--- src/rtl/demux_3b_1to4_buf_pkg.sv ---
// demux_3b_1to4_buf_pkg: shared select codes and channel state type
package demux_3b_1to4_buf_pkg;
  localparam logic [1:0] SEL_A = 2'b00;
  localparam logic [1:0] SEL_B = 2'b01;
  localparam logic [1:0] SEL_C = 2'b10;
  localparam logic [1:0] SEL_D = 2'b11;
  typedef enum logic {EMPTY, FULL} chan_state_e;
endpackage

--- src/rtl/demux_3b_1to4_buf_if.sv ---
// demux_3b_1to4_buf_if: producer input stream and four consumer channels
interface demux_3b_1to4_buf_if #(parameter int WIDTH = 3, parameter int CNT_W = 8);
  logic en;
  logic [1:0] se;
  logic [WIDTH-1:0] x;
  logic x_valid;
  logic x_ready;
  logic [WIDTH-1:0] ya, yb, yc, yd;
  logic [3:0] y_valid;
  logic [3:0] y_ready;
  logic [CNT_W-1:0] cnt_a, cnt_b, cnt_c, cnt_d;
  modport master(
    output en, se, x, x_valid, y_ready,
    input x_ready, ya, yb, yc, yd, y_valid, cnt_a, cnt_b, cnt_c, cnt_d
  );
  modport slave(
    input en, se, x, x_valid, y_ready,
    output x_ready, ya, yb, yc, yd, y_valid, cnt_a, cnt_b, cnt_c, cnt_d
  );
endinterface

--- src/rtl/demux_chan_buf.sv ---
// demux_chan_buf: one-entry output register with valid/ready and delivered-word counter
module demux_chan_buf
  import demux_3b_1to4_buf_pkg::*;
#(
  parameter int WIDTH = 3,
  parameter int CNT_W = 8
) (
  input  logic             clk,
  input  logic             rst,
  input  logic             load,
  input  logic [WIDTH-1:0] din,
  output logic             valid,
  input  logic             ready,
  output logic [WIDTH-1:0] dout,
  output logic [CNT_W-1:0] cnt
);
  chan_state_e state, nxt;
  logic drain;
  assign valid = state == FULL;
  assign drain = valid & ready;
  // load wins over drain so a same-cycle drain+reload stays FULL
  always_comb nxt = load ? FULL : drain ? EMPTY : state;
  always_ff @(posedge clk) begin
    if (rst) begin
      state <= EMPTY;
      dout  <= '0;
      cnt   <= '0;
    end else begin
      state <= nxt;
      if (load) dout <= din;
      if (drain) cnt <= cnt + 1'b1;
    end
  end
endmodule

--- src/rtl/demux_3b_1to4_buf.sv ---
// demux_3b_1to4_buf: buffered 1-to-4 demux steering each accepted word to channel se
module demux_3b_1to4_buf
  import demux_3b_1to4_buf_pkg::*;
#(
  parameter int WIDTH = 3,
  parameter int CNT_W = 8
) (
  input logic clk,
  input logic rst,
  demux_3b_1to4_buf_if.slave bus
);
  logic acc;
  logic [3:0] load;
  assign bus.x_ready = bus.en & (~bus.y_valid[bus.se] | bus.y_ready[bus.se]);
  assign acc = bus.x_valid & bus.x_ready;
  assign load = {acc & (bus.se == SEL_D), acc & (bus.se == SEL_C),
                 acc & (bus.se == SEL_B), acc & (bus.se == SEL_A)};
  demux_chan_buf #(.WIDTH(WIDTH), .CNT_W(CNT_W)) u_a (
    .clk(clk), .rst(rst), .load(load[0]), .din(bus.x), .valid(bus.y_valid[0]),
    .ready(bus.y_ready[0]), .dout(bus.ya), .cnt(bus.cnt_a)
  );
  demux_chan_buf #(.WIDTH(WIDTH), .CNT_W(CNT_W)) u_b (
    .clk(clk), .rst(rst), .load(load[1]), .din(bus.x), .valid(bus.y_valid[1]),
    .ready(bus.y_ready[1]), .dout(bus.yb), .cnt(bus.cnt_b)
  );
  demux_chan_buf #(.WIDTH(WIDTH), .CNT_W(CNT_W)) u_c (
    .clk(clk), .rst(rst), .load(load[2]), .din(bus.x), .valid(bus.y_valid[2]),
    .ready(bus.y_ready[2]), .dout(bus.yc), .cnt(bus.cnt_c)
  );
  demux_chan_buf #(.WIDTH(WIDTH), .CNT_W(CNT_W)) u_d (
    .clk(clk), .rst(rst), .load(load[3]), .din(bus.x), .valid(bus.y_valid[3]),
    .ready(bus.y_ready[3]), .dout(bus.yd), .cnt(bus.cnt_d)
  );
endmodule

--- src/flat_wrapper.sv ---
// flat-port wrapper written by rule: the top's interface ports become plain ports
module demux_3b_1to4_buf_flat import demux_3b_1to4_buf_pkg::*;
#(
  parameter int WIDTH = 3,
  parameter int CNT_W = 8
)
  (clk, rst, bus_en, bus_se, bus_x, bus_x_valid, bus_y_ready, bus_x_ready, bus_ya, bus_yb, bus_yc, bus_yd, bus_y_valid, bus_cnt_a, bus_cnt_b, bus_cnt_c, bus_cnt_d);
  demux_3b_1to4_buf_if #(.WIDTH(WIDTH), .CNT_W(CNT_W)) bus_i ();
  input logic clk;
  input logic rst;
  input wire logic [$bits(bus_i.en)-1:0] bus_en;
  input wire logic [$bits(bus_i.se)-1:0] bus_se;
  input wire logic [$bits(bus_i.x)-1:0] bus_x;
  input wire logic [$bits(bus_i.x_valid)-1:0] bus_x_valid;
  input wire logic [$bits(bus_i.y_ready)-1:0] bus_y_ready;
  output wire logic [$bits(bus_i.x_ready)-1:0] bus_x_ready;
  output wire logic [$bits(bus_i.ya)-1:0] bus_ya;
  output wire logic [$bits(bus_i.yb)-1:0] bus_yb;
  output wire logic [$bits(bus_i.yc)-1:0] bus_yc;
  output wire logic [$bits(bus_i.yd)-1:0] bus_yd;
  output wire logic [$bits(bus_i.y_valid)-1:0] bus_y_valid;
  output wire logic [$bits(bus_i.cnt_a)-1:0] bus_cnt_a;
  output wire logic [$bits(bus_i.cnt_b)-1:0] bus_cnt_b;
  output wire logic [$bits(bus_i.cnt_c)-1:0] bus_cnt_c;
  output wire logic [$bits(bus_i.cnt_d)-1:0] bus_cnt_d;
  assign bus_i.en = bus_en;
  assign bus_i.se = bus_se;
  assign bus_i.x = bus_x;
  assign bus_i.x_valid = bus_x_valid;
  assign bus_i.y_ready = bus_y_ready;
  assign bus_x_ready = bus_i.x_ready;
  assign bus_ya = bus_i.ya;
  assign bus_yb = bus_i.yb;
  assign bus_yc = bus_i.yc;
  assign bus_yd = bus_i.yd;
  assign bus_y_valid = bus_i.y_valid;
  assign bus_cnt_a = bus_i.cnt_a;
  assign bus_cnt_b = bus_i.cnt_b;
  assign bus_cnt_c = bus_i.cnt_c;
  assign bus_cnt_d = bus_i.cnt_d;
  demux_3b_1to4_buf #(.WIDTH(WIDTH), .CNT_W(CNT_W)) u_core (.clk(clk), .rst(rst), .bus(bus_i));
endmodule
--- config.mk ---
export PLATFORM = sky130hd
export DESIGN_NAME = demux_3b_1to4_buf_flat
export DESIGN_NICKNAME = d
export VERILOG_FILES = /design/src/rtl/demux_3b_1to4_buf_pkg.sv /design/src/rtl/demux_3b_1to4_buf_if.sv /design/src/rtl/demux_chan_buf.sv /design/src/rtl/demux_3b_1to4_buf.sv /design/src/flat_wrapper.sv
export SDC_FILE = /design/constraint.sdc
export NUM_CORES = 1
export LEC_CHECK = 0
export ABC_AREA = 1
export BUFFER_PORTS_ARGS = -buffer_cell sky130_fd_sc_hd__buf_2
export CAP_MARGIN = 10
export CORE_UTILIZATION = 56
export DETAILED_ROUTE_END_ITERATION = 6
export HOLD_SLACK_MARGIN = 0.1
export MAX_ROUTING_LAYER = met4
export PLACE_DENSITY = 0.9
export SETUP_SLACK_MARGIN = 0.3
export SLEW_MARGIN = 30
export SYNTH_ARGS = -nofsm -noshare
export SYNTH_HDL_FRONTEND = slang
export SYNTH_HIERARCHICAL = 1
export SYNTH_SLANG_ARGS = --single-unit
--- constraint.sdc ---
create_clock -name clk -period 3.35 [get_ports clk]
set_input_delay 0.67 -clock clk [delete_from_list [all_inputs] [get_ports clk]]
set_output_delay 0.67 -clock clk [all_outputs]
set_load 0.01 [all_outputs]
# Yosys cells after proc, flatten, opt, wreduce, memory -nomap -nowiden
# Cells that the tools add are included.
word_totals:
  reg_bits: 48
  inputBits: 13
  out_inout_bits: 49
  wordCells: 49
classes:
  n_addsub: 4
  magnitude_cmp: 1
  eq_ne: 3
  mux: 12
  n_bitwise: 12
  reduce_logical: 5
ops:
  columns: ["operator", "count"]
  rows:
  - ["$add 8x1->8 const B", 4]
  - ["$and 1x1->1", 10]
  - ["$mux 1", 10]
  - ["$reduce_bool 2->1", 4]
  - ["$bmux 1 s2", 2]
  - ["$eq 2x2->1 const B", 2]
  - ["$lt 2x3->1 const B", 1]
  - ["$eq 2x1->1 const B", 1]
  - ["$logic_not 2->1", 1]
  - ["$not 1->1", 1]
  - ["$or 1x1->1", 1]

# Logic depth before layout (Yosys ltp)
depth:
  word_depth: 8
  ltp_mapped: 12
  mapped_depth_nobuf: 11

# Modules after synthesis
# Netlist, hierarchy kept.
by_module_without_submodules:
  columns: ["mod", "n_inst", "cells_per_inst", "area_each_um2", "seq_area_each_um2"]
  rows:
  - ["demux_chan_buf", 4, 77, 539.3, 240.2]
  - ["demux_3b_1to4_buf", 1, 31, 150.1, 0.0]

# Least setup slack after synthesis
# No wires, ideal clock.
synth_path:
  kind: "input-to-output"
  startpoint: "input port bus_se[0]"
  endpoint: "output port bus_x_ready"
  arrival_ns: 1.247
  required_ns: 2.680
  slack_ns: 1.433
  stages: 6
  cell_sequence: "buf_6 nor2_2 nand2_1 nand2_1 nor2_2 a21boi_1"
synth_via:
  elab_chain_cells: 5
synth_rtl:
  columns: ["element", "line", "source"]
  rows:
  - ["start, declared", "flat_wrapper.sv:12", "input wire logic [$bits(bus_i.se)-1:0] bus_se;"]
  - ["$bmux 1 s2", "demux_3b_1to4_buf.sv:14", "assign bus.x_ready = bus.en & (~bus.y_valid[bus.se] | bus.y_ready[bus.se]);"]
  - ["$mux 1 (implied by the code)", "demux_3b_1to4_buf.sv:14", null]
  - ["$not 1->1", "demux_3b_1to4_buf.sv:14", null]
  - ["$or 1x1->1 *", "demux_3b_1to4_buf.sv:14", null]
  - ["$and 1x1->1 *", "demux_3b_1to4_buf.sv:14", null]
  - ["end, declared", "flat_wrapper.sv:16", "output wire logic [$bits(bus_i.x_ready)-1:0] bus_x_ready;"]
# Mark *: on every way between the ends. The rest lies on a longest branch, timed or not. The select of a mux whose other input is x is not followed.

# Worst setup path after layout
# Same ends and word-level chain as after synthesis.

==> report_table.html <==
<table>
<tr><th>Metric</th><th>Value</th></tr>
<tr><th colspan="2">Final layout</th></tr>
<tr><td>Leading cell type in the layout, fill and taps excluded</td><td>sky130_fd_sc_hd__nand2_1</td></tr>
<tr><td>Fillers</td><td>335</td></tr>
<tr><td>Area taken by flip-flops and latches</td><td>960.9 sq um</td></tr>
<tr><td>Post-layout net count</td><td>423</td></tr>
<tr><td>Antenna diode count</td><td>0</td></tr>
<tr><td>Synthesis-to-layout area growth</td><td>19.52%</td></tr>
<tr><td>Area used by multi-input combinational logic</td><td>0.001126 sq mm</td></tr>
<tr><td>Most frequent cells in the layout</td><td>sky130_fd_sc_hd__nand2_1 (74), sky130_fd_sc_hd__buf_2 (61), sky130_fd_sc_hd__nor2_1 (60)</td></tr>
<tr><td>Final Non-Filler Cells</td><td>454</td></tr>
<tr><td>Fraction of final layout cells sized beyond drive strength 1</td><td>23.40%</td></tr>
<tr><th colspan="2">Die</th></tr>
<tr><td>Std-Cell Core Area</td><td>0.003799 sq mm</td></tr>
<tr><td>Num ports</td><td>62</td></tr>
<tr><td>Vertical extent of the die</td><td>66.19 microns</td></tr>
<tr><td>Floorplan die width</td><td>66.19 microns</td></tr>
<tr><td>Die area</td><td>0.004380 sq mm</td></tr>
<tr><td>Total number of placement rows</td><td>22</td></tr>
<tr><td>Starting density of the core</td><td>60.74%</td></tr>
<tr><th colspan="2">Setup path</th></tr>
<tr><td>Number of cells on the worst reg-to-reg path</td><td>10</td></tr>
<tr><td>Setup slack of the worst register-to-register path</td><td>1.86 ns</td></tr>
<tr><td>Endpoint of the worst setup timing path</td><td>bus_x_ready</td></tr>
<tr><td>Nature of the critical path endpoint</td><td>output pin</td></tr>
<tr><td>Required arrival time at the worst endpoint</td><td>2.68 ns</td></tr>
<tr><td>Endpoint of the most critical register-to-register path</td><td>u_core/u_c/dout[0]</td></tr>
<tr><td>Type of the setup path with the least slack</td><td>in -&gt; out</td></tr>
<tr><td>Startpoint kind of the worst setup timing path</td><td>input port</td></tr>
<tr><td>Worst setup path startpoint</td><td>bus_se[0]</td></tr>
<tr><td>Data arrival time at the worst-slack endpoint</td><td>1.43 ns</td></tr>
<tr><td>Beginning of the worst register-to-register path</td><td>u_core/u_d/valid</td></tr>
<tr><td>Worst-path maximum fanout</td><td>8</td></tr>
<tr><th colspan="2">Synth</th></tr>
<tr><td>Number of flip-flops and latches in the synthesized netlist</td><td>48</td></tr>
<tr><td>Gate count after technology mapping</td><td>339</td></tr>
<tr><td>Net Count, Synth</td><td>356</td></tr>
<tr><td>Share of synthesized area occupied by flip-flops and latches</td><td>41.65%</td></tr>
<tr><td>Yosys warns</td><td>6</td></tr>
<tr><td>Post-Synthesis Mean Instance Area</td><td>6.806 sq um</td></tr>
<tr><td>Area of the mapped netlist</td><td>0.002307 sq mm</td></tr>
<tr><td>Share of synthesized flip-flops with an asynchronous set or reset</td><td>0%</td></tr>
<tr><td>Share of the synthesized area in the top cell type</td><td>41.65%</td></tr>
<tr><td>Largest area contributor in the synthesized netlist</td><td>sky130_fd_sc_hd__dfxtp_1</td></tr>
<tr><td>Library cells used by synthesis</td><td>19</td></tr>
<tr><td>Cells taking the most area after synthesis</td><td>sky130_fd_sc_hd__dfxtp_1 (42%), sky130_fd_sc_hd__nand2_1 (12%), sky130_fd_sc_hd__nor2_1 (9.8%)</td></tr>
<tr><td>Number of enable-type register cells in the synthesized netlist</td><td>0</td></tr>
<tr><td>Most used flip-flop cell after synthesis</td><td>sky130_fd_sc_hd__dfxtp_1</td></tr>
<tr><th colspan="2">Global route</th></tr>
<tr><td>Grt total ovfl</td><td>0</td></tr>
<tr><td>Wire length of the first global-routing pass</td><td>7935 microns</td></tr>
<tr><td>Largest net degree at the start of global routing</td><td>14</td></tr>
<tr><td>Antenna violations before repair</td><td>0</td></tr>
<tr><td>Global-route usage over all layers</td><td>24.21%</td></tr>
<tr><td>Number of global-route vias before repair</td><td>1897</td></tr>
<tr><th colspan="2">Clock tree</th></tr>
<tr><td>Worst skew pair latency</td><td>0.30 ns</td></tr>
<tr><td>CTS buffer count</td><td>5</td></tr>
<tr><td>Gates resized, CTS repair</td><td>0</td></tr>
<tr><td>Maximum root-to-sink buffer count</td><td>2</td></tr>
<tr><td>Hold Buf Count CTS</td><td>0</td></tr>
<tr><td>Post-CTS setup buffers</td><td>0</td></tr>
<tr><td>CTS tree</td><td>yes</td></tr>
<tr><td>Sink count of the clock tree</td><td>48</td></tr>
<tr><td>CTS clk-pin slew, worst paths</td><td>0.08 ns</td></tr>
<tr><td>H-tree levels</td><td>2</td></tr>
<tr><td>Clock Tree Root</td><td>sky130_fd_sc_hd__clkbuf_8</td></tr>
<tr><th colspan="2">Power and ir drop</th></tr>
<tr><td>Power density relative to cell area</td><td>372.4 mW/mm^2</td></tr>
<tr><td>Maximum ir drop on the vdd rail</td><td>0.3813 mV</td></tr>
<tr><td>Static leakage</td><td>1.411 nW</td></tr>
<tr><th colspan="2">Route</th></tr>
<tr><td>Vias</td><td>2301</td></tr>
<tr><td>Vias per std cell</td><td>5.068</td></tr>
<tr><td>Routed wire length</td><td>4942 microns</td></tr>
<tr><td>DRC violations left</td><td>0</td></tr>
<tr><td>DRT Pass-1 Iters</td><td>4</td></tr>
<tr><td>ANT nets after route</td><td>0</td></tr>
<tr><td>DR iter-0 viols</td><td>127</td></tr>
<tr><td>Average wire per cell in the routed design</td><td>10.89 microns</td></tr>
<tr><th colspan="2">STA</th></tr>
<tr><td>Layout Skew</td><td>0.007094 ns</td></tr>
<tr><td>Final setup viols</td><td>0</td></tr>
<tr><td>Fin Setup TNS</td><td>0 ns</td></tr>
<tr><td>Hold violation count in the final report</td><td>0</td></tr>
<tr><td>Timing-limited maximum frequency</td><td>0.4767 GHz</td></tr>
<tr><td>Post-route minimum period</td><td>2.098 ns</td></tr>
<tr><td>Max_slew headroom</td><td>80.11%</td></tr>
<tr><td>RSZ-0062 raised after global routing</td><td>false</td></tr>
<tr><td>Fin. max-slew vios</td><td>0</td></tr>
<tr><td>Worst-margin pin slew</td><td>0.2973 ns</td></tr>
<tr><td>Worst slack on hold paths</td><td>0.5075 ns</td></tr>
<tr><td>Final critical-path share of the clock period</td><td>62.62%</td></tr>
<tr><th colspan="2">Flow run</th></tr>
<tr><td>Total of max-cap violations</td><td>0</td></tr>
<tr><th colspan="2">Place</th></tr>
<tr><td>Placed cells</td><td>447</td></tr>
<tr><td>Final Wtd Congestion</td><td>0.8099</td></tr>
<tr><td>Number of input and output port buffers inserted</td><td>61</td></tr>
<tr><td>Detail Placement HPWL</td><td>3627 microns</td></tr>
<tr><th colspan="2">Worst hold path</th></tr>
<tr><td>Hold WC Path Type</td><td>reg -&gt; reg</td></tr>
<tr><th colspan="2">Status</th></tr>
<tr><td>Outcome</td><td>complete, no violations</td></tr>
</table>
-- kinds of logic after synthesis --
kind of cell | share of synthesized area (%)
AO/OA/AOI/OAI | 10.30
adder cells (fa/ha/maj) | 2.169
AND/OR/NAND/NOR | 36.33
buffers and inverters | 9.544
flip-flops | 41.65
-- sequential cells by signal (all words and copies together) (netlist names) --
register / cells
u_core/u_d/dout: 3
u_core/u_a/dout: 3
u_core/u_b/cnt: 8
u_core/u_b/dout: 3
u_core/u_d/valid: 1
u_core/u_c/dout: 3
u_core/u_a/valid: 1
u_core/u_c/valid: 1
u_core/u_b/valid: 1
u_core/u_c/cnt: 8
u_core/u_a/cnt: 8
u_core/u_d/cnt: 8
-- per-stage QoR --
step / area (sq um) / worst slack (ns) / util, % / power [W]
floorplan: 2307 / 1.433 / - / 0.0006375
global placement: 2661 / 1.307 / 70.06 / 0.0006664
detailed placement: 2661 / 1.256 / 70.06 / 0.0006693
CTS: 2758 / 1.253 / 72.60 / 0.001033
global route: 2758 / 1.198 / 72.60 / 0.001065
finish: 2758 / 1.252 / 72.60 / 0.001027
-- area by class of cell --
class	instances	share of cell area, %
Multi-Input combinational cell	235	40.83
Sequential cell	48	34.85
Timing Repair Buffer	61	11.07
Inverter	55	7.577
Clock buffer	7	3.494
Tap cell	48	2.178
-- worst max-delay path, stage by stage --
cell	delay (ns)
sky130_fd_sc_hd__buf_2	0.19
sky130_fd_sc_hd__inv_4	0.06
sky130_fd_sc_hd__nand2_1	0.06
sky130_fd_sc_hd__nand2_1	0.05
sky130_fd_sc_hd__nand2_1	0.07
sky130_fd_sc_hd__nand2_2	0.07
sky130_fd_sc_hd__a21boi_1	0.13
sky130_fd_sc_hd__buf_2	0.14
-- layer usage --
metal	track usage (%)	vias to the layer above	part of all wire, %
met5	-	-	0
met4	7.181	0	1.2
li1	-	1189	-
met2	40.18	57	46
met3	5.172	6	5.1
met1	29.46	1049	48
-- synth_stat cells (5+ instances only) --
| library cell | n |
|---|---|
| sky130_fd_sc_hd__nor2_2 | 10 |
| sky130_fd_sc_hd__nor2_1 | 60 |
| sky130_fd_sc_hd__inv_1 | 49 |
| sky130_fd_sc_hd__nand2_1 | 74 |
| sky130_fd_sc_hd__nand3_1 | 23 |
| sky130_fd_sc_hd__nand2_2 | 6 |
| sky130_fd_sc_hd__o21ai_0 | 16 |
| sky130_fd_sc_hd__dfxtp_1 | 48 |
| sky130_fd_sc_hd__nand3_2 | 5 |
| sky130_fd_sc_hd__a21oi_1 | 24 |
-- power by group --
group	switching (W)	internal, W	leakage [nW]
Combinational	0.0000475	0.0000249	0.973
Sequential	0.00000629	0.000578	0.388
Clock	0.000186	0.000184	0.0503
-- how the worst min path moves through the flow --
| stage | from | to | slack, ns | cells after the start |
|---|---|---|---|---|
| floorplan | u_core/u_a/cnt[0] | u_core/u_a/cnt[0] | 0.51 | 2 |
| global placement | u_core/u_d/dout[1] | u_core/u_d/dout[1] | 0.48 | 2 |
| detailed placement | u_core/u_b/dout[0] | u_core/u_b/dout[0] | 0.49 | 2 |
| CTS | u_core/u_c/cnt[0] | u_core/u_c/cnt[0] | 0.51 | 2 |
| global route | u_core/u_c/cnt[7] | u_core/u_c/cnt[7] | 0.54 | 2 |
| finish | u_core/u_b/cnt[7] | u_core/u_b/cnt[7] | 0.51 | 2 |
No activity file was read; power rests on OpenSTA's default activity.
